--- src/rtl/if_stage.sv ---
`default_nettype none
// ============================================================================
// if_stage : instruction-fetch stage with a one-entry skid buffer and flush redirect
// Rev 1.0
// ============================================================================
module if_stage #(
    parameter logic [31:0] RESET_PC  = 32'h0000_0000,
    parameter logic [31:0] NOP_INSTR = 32'h0000_0013
) (
    input  logic        clk,
    input  logic        rst_n,
    input  logic        PCWrite,
    input  logic        IF_ID_Write,
    input  logic        IF_Flush,
    input  logic [31:0] branch_target,
    output logic        imem_req,
    output logic [31:0] imem_addr,
    input  logic [31:0] imem_rdata,
    input  logic        imem_ack,
    output logic [31:0] IF_ID_PC,
    output logic [31:0] IF_ID_Instr,
    output logic        IF_ID_Valid,
    output logic [15:0] fetch_stall_cnt
);

    typedef enum logic [1:0] {
        ST_IDLE = 2'd0,
        ST_REQ  = 2'd1,
        ST_BUF  = 2'd2
    } state_t;

    state_t      r_state,      w_state_nxt;
    logic [31:0] r_pc,         w_pc_nxt;
    logic [31:0] r_ifid_pc,    w_ifid_pc_nxt;
    logic [31:0] r_ifid_instr, w_ifid_instr_nxt;
    logic        r_ifid_valid, w_ifid_valid_nxt;
    logic [31:0] r_buf_pc,     w_buf_pc_nxt;
    logic [31:0] r_buf_instr,  w_buf_instr_nxt;
    logic [15:0] r_stall_cnt,  w_stall_cnt_nxt;
    logic [15:0] w_stall_inc;
    logic [31:0] w_pc_plus4;

    assign w_pc_plus4  = r_pc + 32'd4;
    assign w_stall_inc = (r_stall_cnt == 16'hFFFF) ? r_stall_cnt : r_stall_cnt + 16'd1;

    always_ff @(posedge clk or negedge rst_n) begin
        if (!rst_n) begin
            r_state      <= ST_IDLE;
            r_pc         <= RESET_PC;
            r_ifid_pc    <= 32'd0;
            r_ifid_instr <= NOP_INSTR;
            r_ifid_valid <= 1'b0;
            r_buf_pc     <= 32'd0;
            r_buf_instr  <= NOP_INSTR;
            r_stall_cnt  <= 16'd0;
        end else begin
            r_state      <= w_state_nxt;
            r_pc         <= w_pc_nxt;
            r_ifid_pc    <= w_ifid_pc_nxt;
            r_ifid_instr <= w_ifid_instr_nxt;
            r_ifid_valid <= w_ifid_valid_nxt;
            r_buf_pc     <= w_buf_pc_nxt;
            r_buf_instr  <= w_buf_instr_nxt;
            r_stall_cnt  <= w_stall_cnt_nxt;
        end
    end

    always_comb begin
        w_state_nxt      = r_state;
        w_pc_nxt         = r_pc;
        w_ifid_pc_nxt    = r_ifid_pc;
        w_ifid_instr_nxt = r_ifid_instr;
        w_ifid_valid_nxt = r_ifid_valid;
        w_buf_pc_nxt     = r_buf_pc;
        w_buf_instr_nxt  = r_buf_instr;
        w_stall_cnt_nxt  = r_stall_cnt;

        // A flush overrides stalls and acks alike; the buffered word is simply dropped.
        if ((r_state != ST_IDLE) && IF_Flush) begin
            w_state_nxt      = ST_REQ;
            w_pc_nxt         = branch_target & 32'hFFFF_FFFC;
            w_ifid_instr_nxt = NOP_INSTR;
            w_ifid_valid_nxt = 1'b0;
        end else begin
            case (r_state)
                ST_IDLE: begin
                    w_state_nxt = ST_REQ;
                end
                ST_REQ: begin
                    if (imem_ack) begin
                        if (IF_ID_Write && PCWrite) begin
                            w_ifid_pc_nxt    = r_pc;
                            w_ifid_instr_nxt = imem_rdata;
                            w_ifid_valid_nxt = 1'b1;
                            w_pc_nxt         = w_pc_plus4;
                        end else begin
                            w_buf_pc_nxt    = r_pc;
                            w_buf_instr_nxt = imem_rdata;
                            w_state_nxt     = ST_BUF;
                        end
                    end else begin
                        w_stall_cnt_nxt = w_stall_inc;
                        if (IF_ID_Write) begin
                            w_ifid_instr_nxt = NOP_INSTR;
                            w_ifid_valid_nxt = 1'b0;
                        end
                    end
                end
                ST_BUF: begin
                    w_stall_cnt_nxt = w_stall_inc;
                    if (IF_ID_Write && PCWrite) begin
                        w_ifid_pc_nxt    = r_buf_pc;
                        w_ifid_instr_nxt = r_buf_instr;
                        w_ifid_valid_nxt = 1'b1;
                        w_pc_nxt         = w_pc_plus4;
                        w_state_nxt      = ST_REQ;
                    end
                end
                default: begin
                    w_state_nxt = ST_IDLE;
                end
            endcase
        end
    end

    assign imem_req        = (r_state == ST_REQ);
    assign imem_addr       = r_pc;
    assign IF_ID_PC        = r_ifid_pc;
    assign IF_ID_Instr     = r_ifid_instr;
    assign IF_ID_Valid     = r_ifid_valid;
    assign fetch_stall_cnt = r_stall_cnt;

endmodule
`default_nettype wire

--- config.mk ---
export PLATFORM = sky130hd
export DESIGN_NAME = if_stage
export DESIGN_NICKNAME = d
export VERILOG_FILES = /design/src/rtl/if_stage.sv
export SDC_FILE = /design/constraint.sdc
export NUM_CORES = 1
export LEC_CHECK = 0
export ABC_AREA = 1
export BUFFER_PORTS_ARGS = -buffer_cell sky130_fd_sc_hd__buf_2
export CORE_ASPECT_RATIO = 0.9
export CORE_UTILIZATION = 38
export CTS_CLUSTER_SIZE = 14
export DETAILED_ROUTE_END_ITERATION = 8
export HOLD_SLACK_MARGIN = 0.15
export PLACE_DENSITY = 0.72
export RECOVER_POWER = 100
export SYNTH_ARGS = -nofsm -noshare
export SYNTH_HDL_FRONTEND = slang
export SYNTH_SLANG_ARGS = --single-unit
--- constraint.sdc ---
create_clock -name clk -period 1.7 [get_ports clk]
set_clock_uncertainty 0.15 [all_clocks]
set_input_delay 0.085 -clock clk [delete_from_list [all_inputs] [get_ports clk]]
set_output_delay 0.085 -clock clk [all_outputs]
set_load 0.005 [all_outputs]
==> summary.txt <==
Placement
  • Cell count after placement: 1682
  • Routability cong.: 0.962
  • Port buffer count: 177
  • Placed instance area: 0.0109 mm^2
  • Post-Place Worst Slack: -0.302 ns
  • Detailed placement HPWL: 18.8 mm

Critical path
  • CP Capture Type: register
  • CP max-delay cell: dfrtp_1
  • Reg2reg start: r_state[0]$_DFFE_PN0P_
  • Critical Path AT: 2.21 ns
  • Worst-path cell chain: inv_2 -> ha_4 -> inv_2 -> nand2_4 -> nand2_4 -> a211oi_4 -> buf_6 -> clkbuf_16 -> nor2_1 -> a31oi_1
  • Startpoint Class: register
  • Slowest stage delay, CP: 0.40 ns
  • WS Path Type: reg2reg
  • Critical path's top delay family: buffers and inverters
  • Required @ worst endpoint: 1.91 ns
  • CP Buf/Inv Count: 4
  • Worst setup path start: r_state[0]$_DFFE_PN0P_
  • Max FO, Critical Path: 7

Final layout
  • Layout area overhead: 61.1%
  • Nets@finish: 1616
  • Register Area: 0.00434 mm^2
  • Post-route insts no fill: 1854
  • FILL cells: 1833
  • Most frequent cells in the layout: nand2_1, dfrtp_1, buf_2, nor2_1, inv_1
  • Post-route cell area: 0.0143 mm^2
  • Area occupied by multi-input gates: 0.00494 mm^2
  • Layout cell share with drive strength beyond 1: 35.4%
  • Most common cell after layout, fill and taps aside: nand2_1

Detailed routing
  • ANT nets after route: 0
  • Routed wl met2: 16.2 mm
  • WL per Instance: 19.5 um
  • M1 WL: 15.2 mm
  • Drt first-iter violations: 1054
  • Total number of vias: 10.2k
  • Max layer used: met4
  • DR pass1 iterations: 5
  • Routed wire length: 36.1 mm
  • Vias per inst: 5.50
  • Residual DRC: 0
  • Metal3 WL: 3.29 mm

Outcome
  • Failing checks: negative setup slack
  • Status: complete, but fails checks

Logic synthesis
  • Xor and xnor area share after synthesis: 1.48%
  • Syn Inst Count: 1165
  • Multiplexer share of the synthesized area: 0.254%
  • Adder-cell share of the synthesized area: 0.848%
  • Synth Area in Compound Gates: 13.2%
  • Synthesized area: 0.00885 mm^2
  • Post-synthesis simple-gate area fraction: 27.5%
  • Mean post-synth cell area: 7.60 um^2
  • Syn. warnings: 0
  • Unique masters post-synth: 40
  • Synth Register Bits: 173
  • Register area share after synthesis: 49.0%
  • Largest family of logic cells by synthesized area: simple AND/OR/NAND/NOR gates

Power and ir drop
  • PwrDens: 1920 mW/mm^2
  • VDD IR max: 904 uV
  • LEAKAGE: 6.67 nW

CTS
  • Inserted Clock Buffers: 17
  • TritonCTS clock tree: yes
  • CTS H-tree lvls: 4
  • Root Driver: clkbuf_16
  • Skew-Pair Late Insertion Delay: 0.44 ns
  • CTS sink cnt: 173
  • Max Buffers Root-to-Sink: 2
  • Clock Pin Slew Worst Setup and Hold Paths: 0.08 ns

STA
  • Fin. Hold Viols: 0
  • Slew @ Worst Pin: 0.727 ns
  • Slew Limit Fails: 0
  • Fin Setup TNS: -35.12 ns
  • RSZ-0062 raised after global routing: yes
  • F_max: 501 MHz
  • Post-route minimum period: 2.00 ns
  • Crit share post-route: 117%
  • Worst Slack Setup Final: -0.296 ns
  • Setup Viol. Count Final: 173
  • Worst slew margin: 51.5%

Global route
  • First-pass GRT wire length: 49.8 mm
  • Total Routing Usage GR: 26.9%
  • Number of global-route vias before repair: 9264
  • Antenna violations before repair: 4
  • Pin count of the biggest net entering global routing: 50
  • Remaining global-route overflow: 0

Die
  • Die height: 147 um
  • Ports: 184
  • Starting Density: 39.1%
  • # rows: 52
  • Core area: 0.0226 mm^2
  • Die W: 163 um
  • Die Area: 0.0239 mm^2

Worst hold path
  • Worst hold start: IF_ID_Write
  • Worst Hold Class: in2reg

Flow run
  • Max-Cap Viols: 0
flip-flops by register name, summed over array words and instances, names as in the netlist:
signal,cells
r_state,2
r_buf_pc,30
r_buf_instr,32
imem_addr,30
IF_ID_PC,30
IF_ID_Valid,1
fetch_stall_cnt,16
IF_ID_Instr,32
layer usage:
layer,vias up,global-route usage [%]
met1,4938,38.0
met4,0,11.2
met3,118,5.31
met2,609,40.1
li1,4538,-
met5,-,0
cells by family (layout without fill, tap and decap cells):
kind of cell,after synthesis,count (layout)
XOR/XNOR,15,15
buffers and inverters,155,539
AO/OA/AOI/OAI,212,212
multiplexers,2,2
adder cells (fa/ha/maj),6,6
AND/OR/NAND/NOR,601,602
flip-flops,173,173
other,1,8
final cells by class:
type	instances	area share, %
diodes	4	0.0702
clock buffers	18	3.08
clock inverters	14	1.03
inverters	90	2.58
multi-input cells	841	34.6
flip-flops and latches	173	30.4
well taps	297	2.61
repair buffers	415	25.4
repair inverters	2	0.175
power breakdown:
part	internal (mW)	switching [mW]
clock network	2.12	1.91
registers	6.07	1.70
logic	7.10	8.52
Yosys cell counts:
| library cell | count | area (um^2) |
|---|---|---|
| nand2_1 | 380 | 1430 |
| dfrtp_1 | 167 | 4180 |
| o21ai_0 | 131 | 656 |
| nor2_1 | 128 | 480 |
| inv_1 | 86 | 323 |
| nand3_1 | 71 | 355 |
| a31oi_1 | 34 | 213 |
| clkbuf_1 | 21 | 78.8 |
| buf_2 | 18 | 90.1 |
| buf_4 | 17 | 128 |
| a21oi_1 | 13 | 65.1 |
| o21ai_1 | 13 | 65.1 |
| xor2_1 | 11 | 96.3 |
| o22ai_1 | 8 | 50.1 |
| dfstp_2 | 6 | 158 |
| ha_1 | 6 | 75.1 |
| buf_1 | 5 | 18.8 |
| o21ai_2 | 5 | 43.8 |
| nand2_2 | 4 | 25.0 |
| nand4_1 | 4 | 25.0 |
| nor3_1 | 4 | 20.0 |
| xnor2_1 | 4 | 35.0 |
| a211oi_1 | 3 | 22.5 |
| clkbuf_2 | 3 | 15.0 |
| inv_2 | 3 | 11.3 |
| nor2_2 | 3 | 18.8 |
| mux2_2 | 2 | 22.5 |
| nand3_2 | 2 | 20.0 |
| nor2_4 | 2 | 22.5 |
| a211oi_2 | 1 | 12.5 |
| a21oi_2 | 1 | 8.76 |
| a22oi_1 | 1 | 7.51 |
| buf_6 | 1 | 11.3 |
| conb_1 | 1 | 3.75 |
| inv_4 | 1 | 6.26 |
| nand2_4 | 1 | 11.3 |
| nor2_8 | 1 | 20.0 |
| o21ai_4 | 1 | 16.3 |
| o31ai_1 | 1 | 7.51 |
| or2_2 | 1 | 6.26 |
path summary, 6_finish.rpt:
| kind | endpoint | slack, ns | cells past startpoint |
|---|---|---|---|
| min reg2reg | r_buf_instr[1]$_DFFE_PN1P_ | 0.34 | 2 |
| max | IF_ID_PC[3]$_DFFE_PN0P_ | -0.30 | 10 |
| max in group asynchronous | imem_addr[18]$_DFFE_PN0P_ | 0.03 | 4 |
| min in group asynchronous | fetch_stall_cnt[8]$_DFFE_PN0P_ | 0.65 | 3 |
| max reg2reg | IF_ID_PC[3]$_DFFE_PN0P_ | -0.30 | 10 |
| min | IF_ID_Instr[10]$_DFFE_PN0P_ | 0.19 | 6 |
stage by stage:
stage / util [%] / total power, mW / hold WS, ns
2_1_floorplan: - / 13.2 / -0.361
3_3_place_gp: 48.3 / 17.0 / -0.0890
6_report: 63.0 / 27.4 / 0.193
3_5_place_dp: 48.3 / 17.3 / -0.0837
4_1_cts: 58.8 / 24.4 / 0.173
5_1_grt: 63.0 / 28.8 / 0.202
worst min-delay path: cells and delay by family:
family	cells	cell delay [ns]
AND/OR/NAND/NOR	1	0.05
buffers and inverters	3	0.40
AO/OA/AOI/OAI	2	0.20
timing repair:
action / CTS / global route
hold buffers: 67 / 0
buffers inserted: 28 / 13
endpoints found under the setup margin: 171 / 173
gates resized for setup: 187 / 209
cloned: 16 / 18
endpoints found under the hold margin: 270 / 0
pin swaps: 10 / 13
No activity file was read; power rests on OpenSTA's default activity.
